<file path="src/rtl/div_pkg.sv">
// Shared types and helpers for the sequential restoring divider.
package div_pkg;

    // Controller states: waiting for operands, iterating, holding a result.
    typedef enum logic [1:0] {
        IDLE = 2'd0,
        CALC = 2'd1,
        DONE = 2'd2
    } div_state_e;

    // Widest operand the sign helper handles; callers widen into it and
    // truncate the result back to their own width.
    localparam int MAX_W = 64;

    // Two's-complement negate when neg is set, pass-through otherwise.
    // Used both to take magnitudes on accept and to restore signs at the end.
    function automatic logic [MAX_W-1:0] cond_negate(input logic [MAX_W-1:0] v,
                                                     input logic             neg);
        return neg ? (~v + MAX_W'(1)) : v;
    endfunction

endpackage

</file>
<file path="src/rtl/div_step.sv">
// One radix-2 restoring division step (purely combinational).
module div_step #(
    parameter int M = 32
) (
    input  logic [M-1:0] rem,
    input  logic         dividend_msb,
    input  logic [M-1:0] divisor,
    output logic [M-1:0] next_rem,
    output logic         q_bit
);

    logic [M:0] partial;

    // Shift the next dividend bit into the remainder and subtract if it fits.
    // The comparison is M+1 bits wide so a remainder with its MSB set still
    // compares correctly against large divisors.
    always_comb begin
        partial  = {rem, dividend_msb};
        next_rem = partial[M-1:0];
        q_bit    = 1'b0;
        if (partial >= {1'b0, divisor}) begin
            next_rem = M'(partial - {1'b0, divisor});
            q_bit    = 1'b1;
        end
    end

endmodule

</file>
<file path="src/rtl/seq_divider.sv">
// Multi-cycle restoring integer divider with valid/ready on both sides,
// optional two's-complement mode and deterministic divide-by-zero results.
module seq_divider
    import div_pkg::*;
#(
    parameter int M         = 32,
    parameter bit SIGNED_EN = 1'b1
) (
    input  logic         clk,
    input  logic         rst_n,
    input  logic         in_valid,
    output logic         in_ready,
    input  logic [M-1:0] A,
    input  logic [M-1:0] B,
    input  logic         is_signed,
    output logic         out_valid,
    input  logic         out_ready,
    output logic [M-1:0] quotient,
    output logic [M-1:0] remainder,
    output logic         error,
    output logic         busy
);

    localparam int CNT_W = $clog2(M);

    div_state_e       state_q, state_d;
    logic [CNT_W-1:0] cnt_q, cnt_d;
    logic [M-1:0]     rem_q, rem_d;
    logic [M-1:0]     dq_q, dq_d;        // dividend bits shift out, quotient bits shift in
    logic [M-1:0]     dvs_q, dvs_d;
    logic             neg_quo_q, neg_quo_d;
    logic             neg_rem_q, neg_rem_d;
    logic [M-1:0]     quotient_q, quotient_d;
    logic [M-1:0]     remainder_q, remainder_d;
    logic             error_q, error_d;

    logic             mode_signed;
    logic             a_neg, b_neg;
    logic [M-1:0]     a_mag, b_mag;
    logic [M-1:0]     step_rem;
    logic             step_q_bit;
    logic [M-1:0]     q_shift;

    div_step #(.M(M)) u_step (
        .rem          (rem_q),
        .dividend_msb (dq_q[M-1]),
        .divisor      (dvs_q),
        .next_rem     (step_rem),
        .q_bit        (step_q_bit)
    );

    // Operand magnitudes and sign flags, consumed only on the accept cycle.
    always_comb begin
        mode_signed = is_signed && SIGNED_EN;
        a_neg       = mode_signed && A[M-1];
        b_neg       = mode_signed && B[M-1];
        a_mag       = M'(cond_negate(MAX_W'(A), a_neg));
        b_mag       = M'(cond_negate(MAX_W'(B), b_neg));
    end

    // Next-state and datapath update; registers hold unless a state acts.
    always_comb begin
        state_d     = state_q;
        cnt_d       = cnt_q;
        rem_d       = rem_q;
        dq_d        = dq_q;
        dvs_d       = dvs_q;
        neg_quo_d   = neg_quo_q;
        neg_rem_d   = neg_rem_q;
        quotient_d  = quotient_q;
        remainder_d = remainder_q;
        error_d     = error_q;
        q_shift     = {dq_q[M-2:0], step_q_bit};

        case (state_q)
            IDLE: begin
                if (in_valid) begin
                    if (B == '0) begin
                        // Divide by zero skips the iteration entirely.
                        error_d     = 1'b1;
                        quotient_d  = '1;
                        remainder_d = A;
                        state_d     = DONE;
                    end else begin
                        error_d   = 1'b0;
                        rem_d     = '0;
                        dq_d      = a_mag;
                        dvs_d     = b_mag;
                        neg_quo_d = a_neg ^ b_neg;
                        neg_rem_d = a_neg;
                        cnt_d     = CNT_W'(M - 1);
                        state_d   = CALC;
                    end
                end
            end
            CALC: begin
                rem_d = step_rem;
                dq_d  = q_shift;
                cnt_d = cnt_q - CNT_W'(1);
                if (cnt_q == '0) begin
                    // Last step: restore signs while publishing the result.
                    // MIN_INT / -1 wraps naturally to MIN_INT here.
                    quotient_d  = M'(cond_negate(MAX_W'(q_shift), neg_quo_q));
                    remainder_d = M'(cond_negate(MAX_W'(step_rem), neg_rem_q));
                    state_d     = DONE;
                end
            end
            DONE: begin
                if (out_ready) begin
                    state_d = IDLE;
                end
            end
            default: begin
                state_d = IDLE;
            end
        endcase
    end

    // State and datapath registers; reset aborts any operation in flight.
    always_ff @(posedge clk or negedge rst_n) begin
        if (!rst_n) begin
            state_q     <= IDLE;
            cnt_q       <= '0;
            rem_q       <= '0;
            dq_q        <= '0;
            dvs_q       <= '0;
            neg_quo_q   <= 1'b0;
            neg_rem_q   <= 1'b0;
            quotient_q  <= '0;
            remainder_q <= '0;
            error_q     <= 1'b0;
        end else begin
            state_q     <= state_d;
            cnt_q       <= cnt_d;
            rem_q       <= rem_d;
            dq_q        <= dq_d;
            dvs_q       <= dvs_d;
            neg_quo_q   <= neg_quo_d;
            neg_rem_q   <= neg_rem_d;
            quotient_q  <= quotient_d;
            remainder_q <= remainder_d;
            error_q     <= error_d;
        end
    end

    assign in_ready  = (state_q == IDLE);
    assign out_valid = (state_q == DONE);
    assign busy      = (state_q != IDLE);
    assign quotient  = quotient_q;
    assign remainder = remainder_q;
    assign error     = error_q;

endmodule

</file>
<file path="config.mk">
export PLATFORM = sky130hd
export DESIGN_NAME = seq_divider
export DESIGN_NICKNAME = d
export VERILOG_FILES = /design/src/rtl/div_pkg.sv /design/src/rtl/div_step.sv /design/src/rtl/seq_divider.sv
export SDC_FILE = /design/constraint.sdc
export NUM_CORES = 1
export LEC_CHECK = 0
export CORE_MARGIN = 1.5
export CORE_UTILIZATION = 39
export CTS_CLUSTER_SIZE = 8
export DETAILED_ROUTE_END_ITERATION = 10
export PLACE_DENSITY = 0.62
export SLEW_MARGIN = 30
export SYNTH_ARGS = -nofsm -noshare
export SYNTH_HDL_FRONTEND = slang
export SYNTH_SLANG_ARGS = --single-unit
</file>
<file path="constraint.sdc">
create_clock -name clk -period 6.8 [get_ports clk]
set_input_delay 0.68 -clock clk [delete_from_list [all_inputs] [get_ports clk]]
set_output_delay 0.68 -clock clk [all_outputs]
set_load 0.005 [all_outputs]
</file>
Word-level counts from Yosys, hierarchy flattened
Cells that the tools add are included.
{"block": "word_totals", "register_bits": 170, "inputBits": 69}
{"block": "classes", "addsub": 6, "n_lt_le_gt_ge": 1, "n_eq_ne": 7, "muxes": 29, "bitwise_logic": 6, "n_reduce_logical": 12}
{"operator": "$mux 32", "n": 15}
{"operator": "$pmux 32 s2", "n": 4}
{"operator": "$add 32x1->32 const B", "n": 4}
{"operator": "$not 32->32", "n": 4}
{"operator": "$ge 33x32->1", "n": 1}
{"operator": "$logic_not 32->1", "n": 1}
{"operator": "$sub 32x32->32", "n": 1}
{"operator": "$mux 5", "n": 2}
{"operator": "$pmux 5 s2", "n": 1}
{"operator": "$reduce_and 3->1", "n": 3}
{"operator": "$mux 2", "n": 4}
{"operator": "$ne 2x2->1 const B", "n": 3}
{"operator": "$pmux 2 s3", "n": 1}
{"operator": "$logic_not 5->1", "n": 1}
{"operator": "$sub 5x1->5 const B", "n": 1}
{"operator": "$ne 2x1->1 const B", "n": 2}
{"operator": "$reduce_and 4->1", "n": 1}
{"operator": "$reduce_bool 2->1", "n": 2}
{"operator": "$eq 2x1->1 const B", "n": 1}
{"operator": "$eq 2x2->1 const B", "n": 1}
{"operator": "$logic_and 1x1->1", "n": 2}
{"operator": "$logic_not 2->1", "n": 1}
{"operator": "$mux 1", "n": 2}
{"operator": "$reduce_and 2->1", "n": 1}
{"operator": "2 further kinds", "n": 2}

Longest topological paths before layout
Gate-level depths: netlist of the first run.
{"block": "depth", "ltp_word": 7, "mapped_depth": 23, "depth_no_buf": 19}

By module
From an unflattened synthesis of the first run, not the netlist that was laid out.
{"block": "unflattened", "cells_unflattened": 1416, "area_unflattened_um2": 12012.8}
{"module": "seq_divider", "n_inst": 1, "cells_each": 1081, "area_per_inst_um2": 9524.1}
{"module": "div_step", "n_inst": 1, "cells_each": 335, "area_per_inst_um2": 2488.6}

Worst setup path before layout of the first run
No wires, ideal clock.
{"block": "synth_path", "path_type": "register -> register", "start": "reg rem_q[10]", "end": "reg quotient_q[28] (netlist: quotient[28])", "setup_time_ps": 138, "arrival_ps": 5000, "required_ps": 6662, "slack_ps": 1662, "stages_incl_launch_ff": 21, "path_buffers": 5, "synth_period_minus_slack_ps": 5138, "path_cell_list": "dfrtp_1 -> ha_1 -> clkbuf_1 -> and3_1 -> clkbuf_1 -> a31o_1 -> a221o_1 -> o31a_1 -> clkinv_2 -> clkbuf_1 -> buf_2 -> buf_2 -> ha_1 -> nand2b_1 -> or4_1 -> or4_1 -> or4_1 -> o21ai_0 -> nand2_1 -> xnor2_1 -> a21oi_1"}
{"block": "synth_between", "elab_chain_cells": 7}
{"element": "start: declaration", "line_no": "seq_divider.sv:28", "source": "logic [M-1:0] rem_q, rem_d;"}
{"element": "start signal: assignment", "line_no": "seq_divider.sv:135", "source": "rem_q <= rem_d;"}
{"element": "$ge 33x32->1", "line_no": "div_step.sv:21", "source": "if (partial >= {1'b0, divisor}) begin"}
{"element": "$mux 1", "line_no": "div_step.sv:21"}
{"element": "$not 32->32", "line_no": "div_pkg.sv:19", "source": "return neg ? (~v + MAX_W'(1)) : v;"}
{"element": "$add 32x1->32", "line_no": "div_pkg.sv:19"}
{"element": "$mux 32", "line_no": "div_pkg.sv:19"}
{"element": "$mux 32", "line_no": "seq_divider.sv:100", "source": "if (cnt_q == '0) begin"}
{"element": "$pmux 32 s2", "line_no": "seq_divider.sv:75", "source": "case (state_q)"}
{"element": "end signal: assignment", "line_no": "seq_divider.sv:140", "source": "quotient_q <= quotient_d;"}
{"element": "end: declaration", "line_no": "seq_divider.sv:33", "source": "logic [M-1:0] quotient_q, quotient_d;"}
Every way passes these cells. The select of a mux whose other input is x is not followed.
A chain may end at the register's enable or synchronous reset.

Worst setup path after layout of the first run
{"block": "layout_path", "start": "reg rem_q[11]", "end": "reg quotient_q[28] (netlist: quotient[28])"}
The elaborated chain is that of the path after synthesis.

==> results of run 1 <==
## cell families after synthesis
kind of cell,after synthesis,share of synthesized area [%]
adder cells (fa/ha/maj),39,3.96
XOR/XNOR,135,9.46
AO/OA/AOI/OAI,490,24.2
multiplexers,31,2.52
buffers and inverters,158,4.95
AND/OR/NAND/NOR,545,20.9
flip-flops,170,34.0
## registers in the layout (all words and copies together), names as in the netlist
signal,count
dq_q,32
rem_q,32
quotient,32
neg_quo_q,1
error,1
cnt_q,5
neg_rem_q,1
remainder,32
dvs_q,32
state_q,2
## worst min-delay path by stage
stage	from	endpoint	slack, ns	cells past startpoint
floorplan	rst_n	cnt_q[0]$_DFFE_PN0P_	0.38	0
global placement	dvs_q[30]$_DFFE_PN0P_	dvs_q[30]$_DFFE_PN0P_	0.47	2
detailed placement	remainder[2]$_DFFE_PN0P_	remainder[2]$_DFFE_PN0P_	0.48	2
CTS	rst_n	quotient[5]$_DFFE_PN0P_	0.22	1
global route	rst_n	quotient[5]$_DFFE_PN0P_	0.24	1
finish	rst_n	quotient[5]$_DFFE_PN0P_	0.19	1
## where the power goes
group | switching, mW | internal [mW] | total (mW) | leakage, nW
logic | 3.15 | 2.17 | 5.32 | 3.79
clock network | 0.460 | 0.562 | 1.02 | 0.290
registers | 0.461 | 1.47 | 1.93 | 1.92
total | 4.07 | 4.20 | 8.27 | 6.01
## cells in the final DEF (no fill, tap or decap), types with 13 or more instances in the layout
| cell | n |
|---|---|
| a211oi_1 | 13 |
| a21o_1 | 22 |
| a21oi_1 | 169 |
| a31oi_1 | 16 |
| and3_1 | 13 |
| buf_4 | 15 |
| clkbuf_16 | 17 |
| clkdlybuf4s50_1 | 135 |
| dfrtp_1 | 169 |
| ha_1 | 38 |
| inv_1 | 60 |
| mux2i_1 | 27 |
| nand2_1 | 171 |
| nand3_1 | 19 |
| nand4_1 | 13 |
| nor2_1 | 164 |
| nor3_1 | 45 |
| nor4_1 | 22 |
| o21ai_0 | 137 |
| o31ai_1 | 24 |
| or3_1 | 21 |
| or4_1 | 17 |
| xnor2_1 | 70 |
| xor2_1 | 65 |
## worst reg2reg max path, stage by stage (launching register included)
cell and delay [ns]:
dfrtp_1 0.45, ha_1 0.48, a21oi_1 0.30, o21ai_1 0.14, a31o_1 0.24, a221o_1 0.40, o31a_2 0.37, clkinv_2 0.19
ha_1 0.24, nand2b_1 0.14, or4_1 0.51, or4_1 0.55, or4_1 0.50, o21ai_0 0.32, nand2_1 0.12, xnor2_1 0.16
a21oi_1 0.09
## area by class of cell
class                           instances  share of cell area [%]
Timing Repair Buffer                  151                    10.0
Clock inverter                         13                    1.07
Inverter                               62                    1.59
Multi-Input combinational cell       1240                    52.1
Clock buffer                           18                    2.98
Sequential cell                       170                    28.9
Tap cell                              402                    3.41
## layer usage
layer	vias up	track usage, %	routed length [um]
met5	-	0	0
met4	0	5.88	551
met3	35	2.43	1470
met2	296	35.2	16200
met1	5422	31.2	17500
li1	5739	-	-
==> results.py, run 1 <==
metrics = {
    "final_layout": {
        "diodes": 0,
        "synthToLayoutAreaGrowth_pct": 17.9,
        "regArea_mm2": 0.00426,
        "final_area_mm2": 0.0147,
        "fin_cells": 2056,
        "multi_input_comb_area_mm2": 0.00768,
        "fillCellCount": 3140,
        "fin_nets": 1750,
        "final_util_pct": 46.7,
        "drive_gt1_share_pct": 5.26,
    },
    "run_status": {
        "status": "completed",
    },
    "power": {
        "power_mw": 8.27,
        "vdd_drop_max_v": 0.000365,
        "powerDensity_mw_per_mm2": 561,
        "p_leak_nw": 6.01,
    },
    "placed_design": {
        "dp_slack_ns": 1.45,
        "port_buffers": 136,
        "placed_cell_area_mm2": 0.0141,
        "gp_congestion": 0.953,
        "place_inst": 2025,
        "hpwlAfterDp_um": 27200,
    },
    "timing": {
        "whs_ns": 0.191,
        "period_needed_ns": 5.31,
        "slew_viol_final": 0,
        "setup_ws_ns": 1.49,
        "fmax_mhz": 188,
        "relSlewSlack_pct": 37.7,
        "fin_crit_sh_pct": 78.1,
        "setup-tns-final_ns": 0,
        "setup_viol": 0,
        "worstMarginPinSlew_ns": 0.934,
        "grt_setup_unrepaired": "false",
        "skew_ns": 0.0145,
        "hold_viol_final": 0,
    },
    "floorplan": {
        "initial_utilization_pct": 39.6,
        "die_w_um": 182,
        "rows": 65,
        "top_level_ports": 137,
        "core_mm2": 0.0316,
        "die_h_um": 182,
        "fp.dieArea_mm2": 0.0331,
    },
    "clocking": {
        "cts_buffer_depth": 2,
        "cts_resized": 0,
        "cts_setup_buffers": 0,
        "clockRootBuffer": "clkbuf_16",
        "cts_hold_buffers": 0,
        "cts_tree": "built",
        "clk_latency_ns": 0.44,
        "clock_sinks": 170,
        "cts_buffers": 17,
        "htree_levels": 4,
        "clk_transition_reported_paths_ns": 0.07,
    },
    "setup_path": {
        "crit_end": "quotient[28]$_DFFE_PN0P_",
        "r2r_slack_ns": 1.49,
        "cp.depth": 16,
        "cp-startpoint": "rem_q[11]$_DFFE_PN0P_",
        "r2r-end": "quotient[28]$_DFFE_PN0P_",
        "r2r_start": "rem_q[11]$_DFFE_PN0P_",
        "arrival_ns": 5.61,
        "max_stage_delay_ns": 0.55,
        "worst-setup-path-type": "reg2reg",
        "cp_data_required_time_ns": 7.10,
        "worstRegToRegCells": 16,
        "cp_max_fo": 14,
        "path_buf_inv": 1,
        "start_kind": "flop",
        "path_cells": "ha_1 > a21oi_1 > o21ai_1 > a31o_1 > a221o_1 > o31a_2 > clkinv_2 > ha_1 > nand2b_1 > or4_1 > or4_1 > or4_1 > o21ai_0 > nand2_1 > xnor2_1 > a21oi_1",
        "crit_path_end_kind": "flop",
        "critPathTopFamily": "compound AO/OA/AOI/OAI gates",
        "crit_top_cell": "or4_1",
        "slowest_stage": "or4_1",
    },
    "run": {
        "maxCapViolCount": 0,
    },
    "synth": {
        "synth_edf_count": 0,
        "ys_seq_area_share_pct": 34.0,
        "ys_ff_latch": 170,
        "netlist_top_cells_count": "nand2_1 (173), a21oi_1 (170), dfrtp_1 (170)",
        "synthDistinctLibCells": 87,
        "synth_most_common_cell": "nand2_1",
        "syn_nets": 1676,
        "synth_ff_type": "dfrtp_1",
        "netlist_area_mm2": 0.0125,
        "synth_top_area_share_pct": 34.0,
        "synth_area_per_cell_um2": 7.97,
        "synth_warnings": 0,
        "synth.largest_area_cell": "dfrtp_1",
        "yosys-top-cells-area": "dfrtp_1 (34%), a21oi_1 (6.8%), o21ai_0 (5.5%)",
        "synth_cells": 1568,
        "async_reset_ff_share_pct": 100,
    },
    "grt": {
        "grt_pass1_wl_um": 58500,
        "grt.overflow.total": 0,
        "first_global_vias": 10944,
        "grt_antenna_before_repair": 0,
        "track_usage_pct": 21.9,
        "grt_max_degree": 89,
    },
    "drt": {
        "drt_iter0_markers": 806,
        "first_pass_iters": 5,
        "vias": 11492,
        "avgViaCountPerCell": 5.59,
        "drc": 0,
        "drtAntennaViolNets": 0,
        "drt-total-wl_um": 35700,
        "wl_per_cell_um": 17.4,
    },
    "hold_path": {
        "hp-class": "in2async",
    },
}
Power figures use the tool's default switching activity.
==> run 2, diff against run 1 <==
PLACE_DENSITY = 0.64   (was 0.62)
clock period = 4.3 ns   (was 6.8 ns; I/O delays follow)
==> results.py, run 2 (synthesized netlist as in run 1, its figures left out) <==
metrics = {
    "run_status": {
        "status": "completed",
    },
    "timing": {
        "setup_ws_ns": 0.0761,
        "fin_crit_sh_pct": 98.2,
        "hold_viol_final": 0,
        "fmax_mhz": 237,
        "grt_setup_unrepaired": "true",
        "skew_ns": 0.0135,
        "worstMarginPinSlew_ns": 0.878,
        "slew_viol_final": 0,
        "setup-tns-final_ns": 0,
        "period_needed_ns": 4.22,
        "relSlewSlack_pct": 41.3,
        "setup_viol": 0,
    },
    "power": {
        "power_mw": 14.9,
        "power.share.clock_pct": 10.8,
        "powerDensity_mw_per_mm2": 926,
        "vdd_drop_max_v": 0.000499,
        "p_sw_mw": 7.10,
        "internal_power_mw": 7.79,
        "p_leak_nw": 6.74,
        "switching_share_pct": 47.7,
        "pwr-share-seq_pct": 20.1,
        "combPwrFrac_pct": 69.1,
    },
    "clocking": {
        "clk_transition_reported_paths_ns": 0.08,
        "cts_tree": "built",
        "cts_buffers": 17,
        "cts_hold_buffers": 0,
        "clockRootBuffer": "clkbuf_16",
        "clk_latency_ns": 0.44,
        "htree_levels": 4,
        "cts_buffer_depth": 2,
        "clock_sinks": 170,
    },
    "drt": {
        "drt_iter0_markers": 921,
        "drc": 0,
        "drt-total-wl_um": 38400,
        "avgViaCountPerCell": 5.54,
        "drtAntennaViolNets": 0,
        "vias": 12173,
        "wl_per_cell_um": 17.5,
        "first_pass_iters": 5,
    },
    "floorplan": {
        "die_w_um": 182,
        "fp.dieArea_mm2": 0.0331,
        "rows": 65,
        "top_level_ports": 137,
        "initial_utilization_pct": 39.6,
        "die_h_um": 182,
        "core_mm2": 0.0316,
    },
    "final_layout": {
        "multi_input_comb_area_mm2": 0.00786,
        "fillCellCount": 3070,
        "synthToLayoutAreaGrowth_pct": 28.6,
        "diodes": 0,
        "drive_gt1_share_pct": 14.3,
        "fin_nets": 1891,
        "regArea_mm2": 0.00426,
        "final_common_cell": "nand2_1",
        "most-common-layout-cells": "nand2_1 (170), dfrtp_1 (168), a21oi_1 (165)",
        "final_area_mm2": 0.0161,
    },
    "setup_path": {
        "cp_max_fo": 4,
        "max_stage_delay_ns": 0.42,
        "path_cells": "ha_1 > nand3_1 > nor4_1 > buf_4 > o2111a_1 > a221o_1 > o31a_2 > clkinv_4 > buf_4 > buf_4 > a21oi_2 > ha_2 > nor2b_2 > nand2_2 > o41ai_4 > a31oi_2 > a31oi_4 > o211ai_1 > xnor2_1 > a221o_1",
        "crit_path_end_kind": "flop",
        "slowest_stage": "dfrtp_1",
        "start_kind": "flop",
        "worst-setup-path-type": "reg2reg",
        "cp_data_required_time_ns": 4.63,
        "crit_top_cell": "buf_4",
        "arrival_ns": 4.55,
    },
    "placed_design": {
        "hpwlAfterDp_um": 29600,
        "gp_congestion": 0.934,
        "dp_slack_ns": -0.0622,
        "port_buffers": 136,
        "placed_cell_area_mm2": 0.0152,
    },
    "grt": {
        "grt.overflow.total": 0,
        "first_global_vias": 11854,
        "grt_antenna_before_repair": 0,
        "grt_pass1_wl_um": 62900,
        "track_usage_pct": 23.7,
        "grt_max_degree": 111,
    },
    "hold_path": {
        "hp-class": "in2async",
    },
    "run": {
        "maxCapViolCount": 0,
    },
}
## run 2: changes by cell type in the layout (fill, tap and decap cells not counted), moves of 4 or more
cell / before / now
buf_4: 15 / 150
clkinv_8: 0 / 6
ha_1: 38 / 33
a21oi_1: 169 / 165
buf_12: 0 / 5
## run 2: critical path, delay by kind of cell (launching register included)
family,cells,cell delay (ns)
AO/OA/AOI/OAI,9,1.76
XOR/XNOR,1,0.15
adder cells (fa/ha/maj),2,0.56
buffers and inverters,4,0.53
flip-flops,1,0.42
AND/OR/NAND/NOR,4,0.69
## run 2: power groups by stage
stage          Sequential (mW)  Combinational [mW]  Clock (mW)
3_5_place_dp              3.00                9.83           0
3_3_place_gp              2.97                9.73           0
6_report                  3.00                10.3        1.60
4_1_cts                   2.98                9.91        1.63
2_1_floorplan             2.83                6.27           0
5_1_grt                   3.10                11.3        1.70
## run 2: cell type report
| type | count | share of cell area [%] |
|---|---|---|
| Clock buffer | 18 | 2.73 |
| Multi-Input combinational cell | 1240 | 48.9 |
| Inverter | 62 | 1.48 |
| Timing Repair Buffer | 292 | 16.2 |
| Sequential cell | 170 | 26.5 |
| Tap cell | 402 | 3.13 |
| Clock inverter | 14 | 1.07 |
## run 2: what timing repair did
| item | CTS | global route |
|---|---|---|
| buffers inserted | 0 | 8 |
| endpoints found under the setup margin | 1 | 18 |
| resized for setup | 3 | 27 |
| pin swaps | 0 | 5 |
| endpoints found under the hold margin | 0 | 0 |
## run 2: metal layers
layer	wire (um)	global-route usage, %
met5	0	0
met1	18100	32.6
met3	1760	2.69
met2	17900	39.6
met4	621	5.85
## run 2: final timing paths
path                                               start                        end  slack, ns  cells past startpoint
worst max-delay path               rem_q[19]$_DFFE_PN0P_  remainder[26]$_DFFE_PN0P_       0.08                     20
worst min-delay path                               rst_n    quotient[5]$_DFFE_PN0P_       0.05                      1
worst max register to register     rem_q[19]$_DFFE_PN0P_  remainder[26]$_DFFE_PN0P_       0.08                     20
worst min register to register  remainder[8]$_DFFE_PN0P_   remainder[8]$_DFFE_PN0P_       0.49                      2
max in group asynchronous                          rst_n      rem_q[12]$_DFFE_PN0P_       3.38                      2
min in group clk                remainder[8]$_DFFE_PN0P_   remainder[8]$_DFFE_PN0P_       0.49                      2
## run 2: metrics by stage
step,instances,utilization [%],hold WS [ns]
5_1_grt,2198,50.9,0.116
3_3_place_gp,2158,48.3,0.469
2_1_floorplan,1568,-,0.134
6_report,2198,50.9,0.0477
3_5_place_dp,2158,48.3,0.478
4_1_cts,2190,50.3,0.0839
==> run 3, diff against run 2 <==
PLACE_DENSITY = 0.62   (was 0.64)
clock period = 4.5 ns   (was 4.3 ns; I/O delays follow)
==> results.py, run 3 (synthesized netlist as in run 1, its figures left out) <==
metrics = {
    "floorplan": {
        "die_w_um": 182,
        "core_mm2": 0.0316,
        "top_level_ports": 137,
        "rows": 65,
        "initial_utilization_pct": 39.6,
        "fp.dieArea_mm2": 0.0331,
        "die_h_um": 182,
    },
    "grt": {
        "grt_max_degree": 88,
        "track_usage_pct": 23.1,
        "grt.overflow.total": 0,
        "first_global_vias": 11050,
        "grt_pass1_wl_um": 61100,
        "grt_antenna_before_repair": 0,
    },
    "timing": {
        "slew_viol_final": 0,
        "grt_setup_unrepaired": "false",
        "skew_ns": 0.0194,
        "worstMarginPinSlew_ns": 0.901,
        "relSlewSlack_pct": 39.8,
        "setup_viol": 0,
        "period_needed_ns": 4.34,
        "setup-tns-final_ns": 0,
        "hold_viol_final": 0,
        "fmax_mhz": 230,
        "fin_crit_sh_pct": 96.5,
    },
    "drt": {
        "drt-total-wl_um": 37700,
        "avgViaCountPerCell": 5.57,
        "drtAntennaViolNets": 0,
        "drc": 0,
        "drt_iter0_markers": 978,
        "vias": 11959,
        "first_pass_iters": 7,
        "wl_per_cell_um": 17.6,
    },
    "clocking": {
        "cts_buffers": 17,
        "cts_hold_buffers": 0,
        "clk_transition_reported_paths_ns": 0.08,
        "cts_tree": "built",
        "clockRootBuffer": "clkbuf_16",
        "clock_sinks": 170,
        "cts_buffer_depth": 2,
        "htree_levels": 4,
        "clk_latency_ns": 0.45,
    },
    "final_layout": {
        "drive_gt1_share_pct": 11.1,
        "final_area_mm2": 0.0156,
        "fillCellCount": 3102,
        "final_common_cell": "nand2_1",
        "most-common-layout-cells": "nand2_1 (171), dfrtp_1 (169), a21oi_1 (167)",
        "fin_nets": 1840,
        "synthToLayoutAreaGrowth_pct": 24.5,
        "fin_cells": 2147,
        "diodes": 0,
    },
    "power": {
        "p_leak_nw": 6.46,
        "pwr-share-seq_pct": 21.0,
        "vdd_drop_max_v": 0.000403,
        "p_sw_mw": 6.59,
        "combPwrFrac_pct": 68.0,
        "internal_power_mw": 7.03,
        "powerDensity_mw_per_mm2": 875,
        "switching_share_pct": 48.4,
        "power.share.clock_pct": 10.9,
    },
    "run": {
        "maxCapViolCount": 0,
    },
    "setup_path": {
        "crit_path_end_kind": "flop",
        "path_cells": "ha_1 > a21o_1 > o21bai_2 > a31o_1 > a221o_1 > o31a_4 > inv_4 > buf_6 > ha_4 > nand2b_4 > or4_4 > or4_4 > or4_4 > o41ai_4 > xor2_1 > a21oi_1",
        "slowest_stage": "or4_4",
        "worst-setup-path-type": "reg2reg",
        "max_stage_delay_ns": 0.47,
        "arrival_ns": 4.66,
        "cp_max_fo": 4,
        "cp_data_required_time_ns": 4.82,
        "crit_top_cell": "or4_4",
        "start_kind": "flop",
    },
    "hold_path": {
        "hp-class": "in2async",
    },
    "placed_design": {
        "port_buffers": 136,
        "hpwlAfterDp_um": 29000,
        "place_inst": 2109,
        "placed_cell_area_mm2": 0.0149,
        "gp_congestion": 0.939,
    },
    "run_status": {
        "status": "completed",
    },
}
-- run 3: cell types whose count changed in the layout (fill, tap and decap cells not counted), sizes merged --
| cell | before | now |
|---|---|---|
| buf | 157 | 106 |
| clkinv | 9 | 8 |
| clkinvlp | 0 | 1 |
-- run 3: per-layer routing --
layer | vias up | global-route usage, % | routed length [um]
li1 | 5922 | - | -
met1 | 5670 | 33.6 | 18600
met2 | 323 | 36.6 | 16900
met3 | 44 | 2.85 | 1610
met4 | 0 | 5.06 | 623
met5 | - | 0 | 0
-- run 3: through the flow --
stage | worst slack (ns) | power [mW] | utilization (%) | hold slack (ns)
floorplan | -0.154 | 8.69 | - | 0.154
global placement | 0.0975 | 11.8 | 47.1 | 0.464
detailed placement | 0.0273 | 11.9 | 47.1 | 0.473
CTS | 0.00894 | 13.4 | 48.9 | 0.0855
global route | 0.000144 | 14.8 | 49.3 | 0.115
finish | 0.158 | 13.6 | 49.3 | 0.0405
-- run 3: worst paths after layout --
check	from	endpoint	slack [ns]	cells past startpoint
setup / recovery	rem_q[7]$_DFFE_PN0P_	quotient[26]$_DFFE_PN0P_	0.16	16
hold reg to reg	remainder[3]$_DFFE_PN0P_	remainder[3]$_DFFE_PN0P_	0.49	2
hold / removal	rst_n	quotient[5]$_DFFE_PN0P_	0.04	1
max in group asynchronous	rst_n	rem_q[28]$_DFFE_PN0P_	3.50	2
setup reg to reg	rem_q[7]$_DFFE_PN0P_	quotient[26]$_DFFE_PN0P_	0.16	16
min in group clk	remainder[3]$_DFFE_PN0P_	remainder[3]$_DFFE_PN0P_	0.49	2
-- run 3: area by class of cell --
cell class	count	area (um^2)	share of cell area (%)
Tap cell	402	503	3.23
Sequential cell	170	4260	27.3
Timing Repair Buffer	241	2200	14.2
Multi-Input combinational cell	1240	7790	50.0
Inverter	62	235	1.51
Clock buffer	18	429	2.76
Clock inverter	14	151	0.972
-- run 3: repair_timing --
action                                  4_1_cts  5_1_grt
endpoints found under the setup margin        0       14
setup buffers                                 0        6
hold endpoints to repair                      0        0
gates resized for setup                       0       15
-- run 3: power groups by stage --
| stage | logic (mW) | registers, mW | clock network (mW) |
|---|---|---|---|
| 2_1_floorplan | 5.99 | 2.70 | 0 |
| 3_3_place_gp | 8.95 | 2.85 | 0 |
| 5_1_grt | 10.2 | 2.96 | 1.59 |
| 3_5_place_dp | 9.00 | 2.87 | 0 |
| 6_report | 9.27 | 2.86 | 1.49 |
| 4_1_cts | 9.05 | 2.85 | 1.51 |
-- run 3: critical path: cells and delay by family, from the launching register on --
family	cells	cell delay, ns
DFF	1	0.39
AOI/OAI and AO/OA	7	1.63
xor gates and xnor gates	1	0.17
buffers and inverters	2	0.19
adders and majority gates	2	0.44
and+or+nand+nor	4	1.38
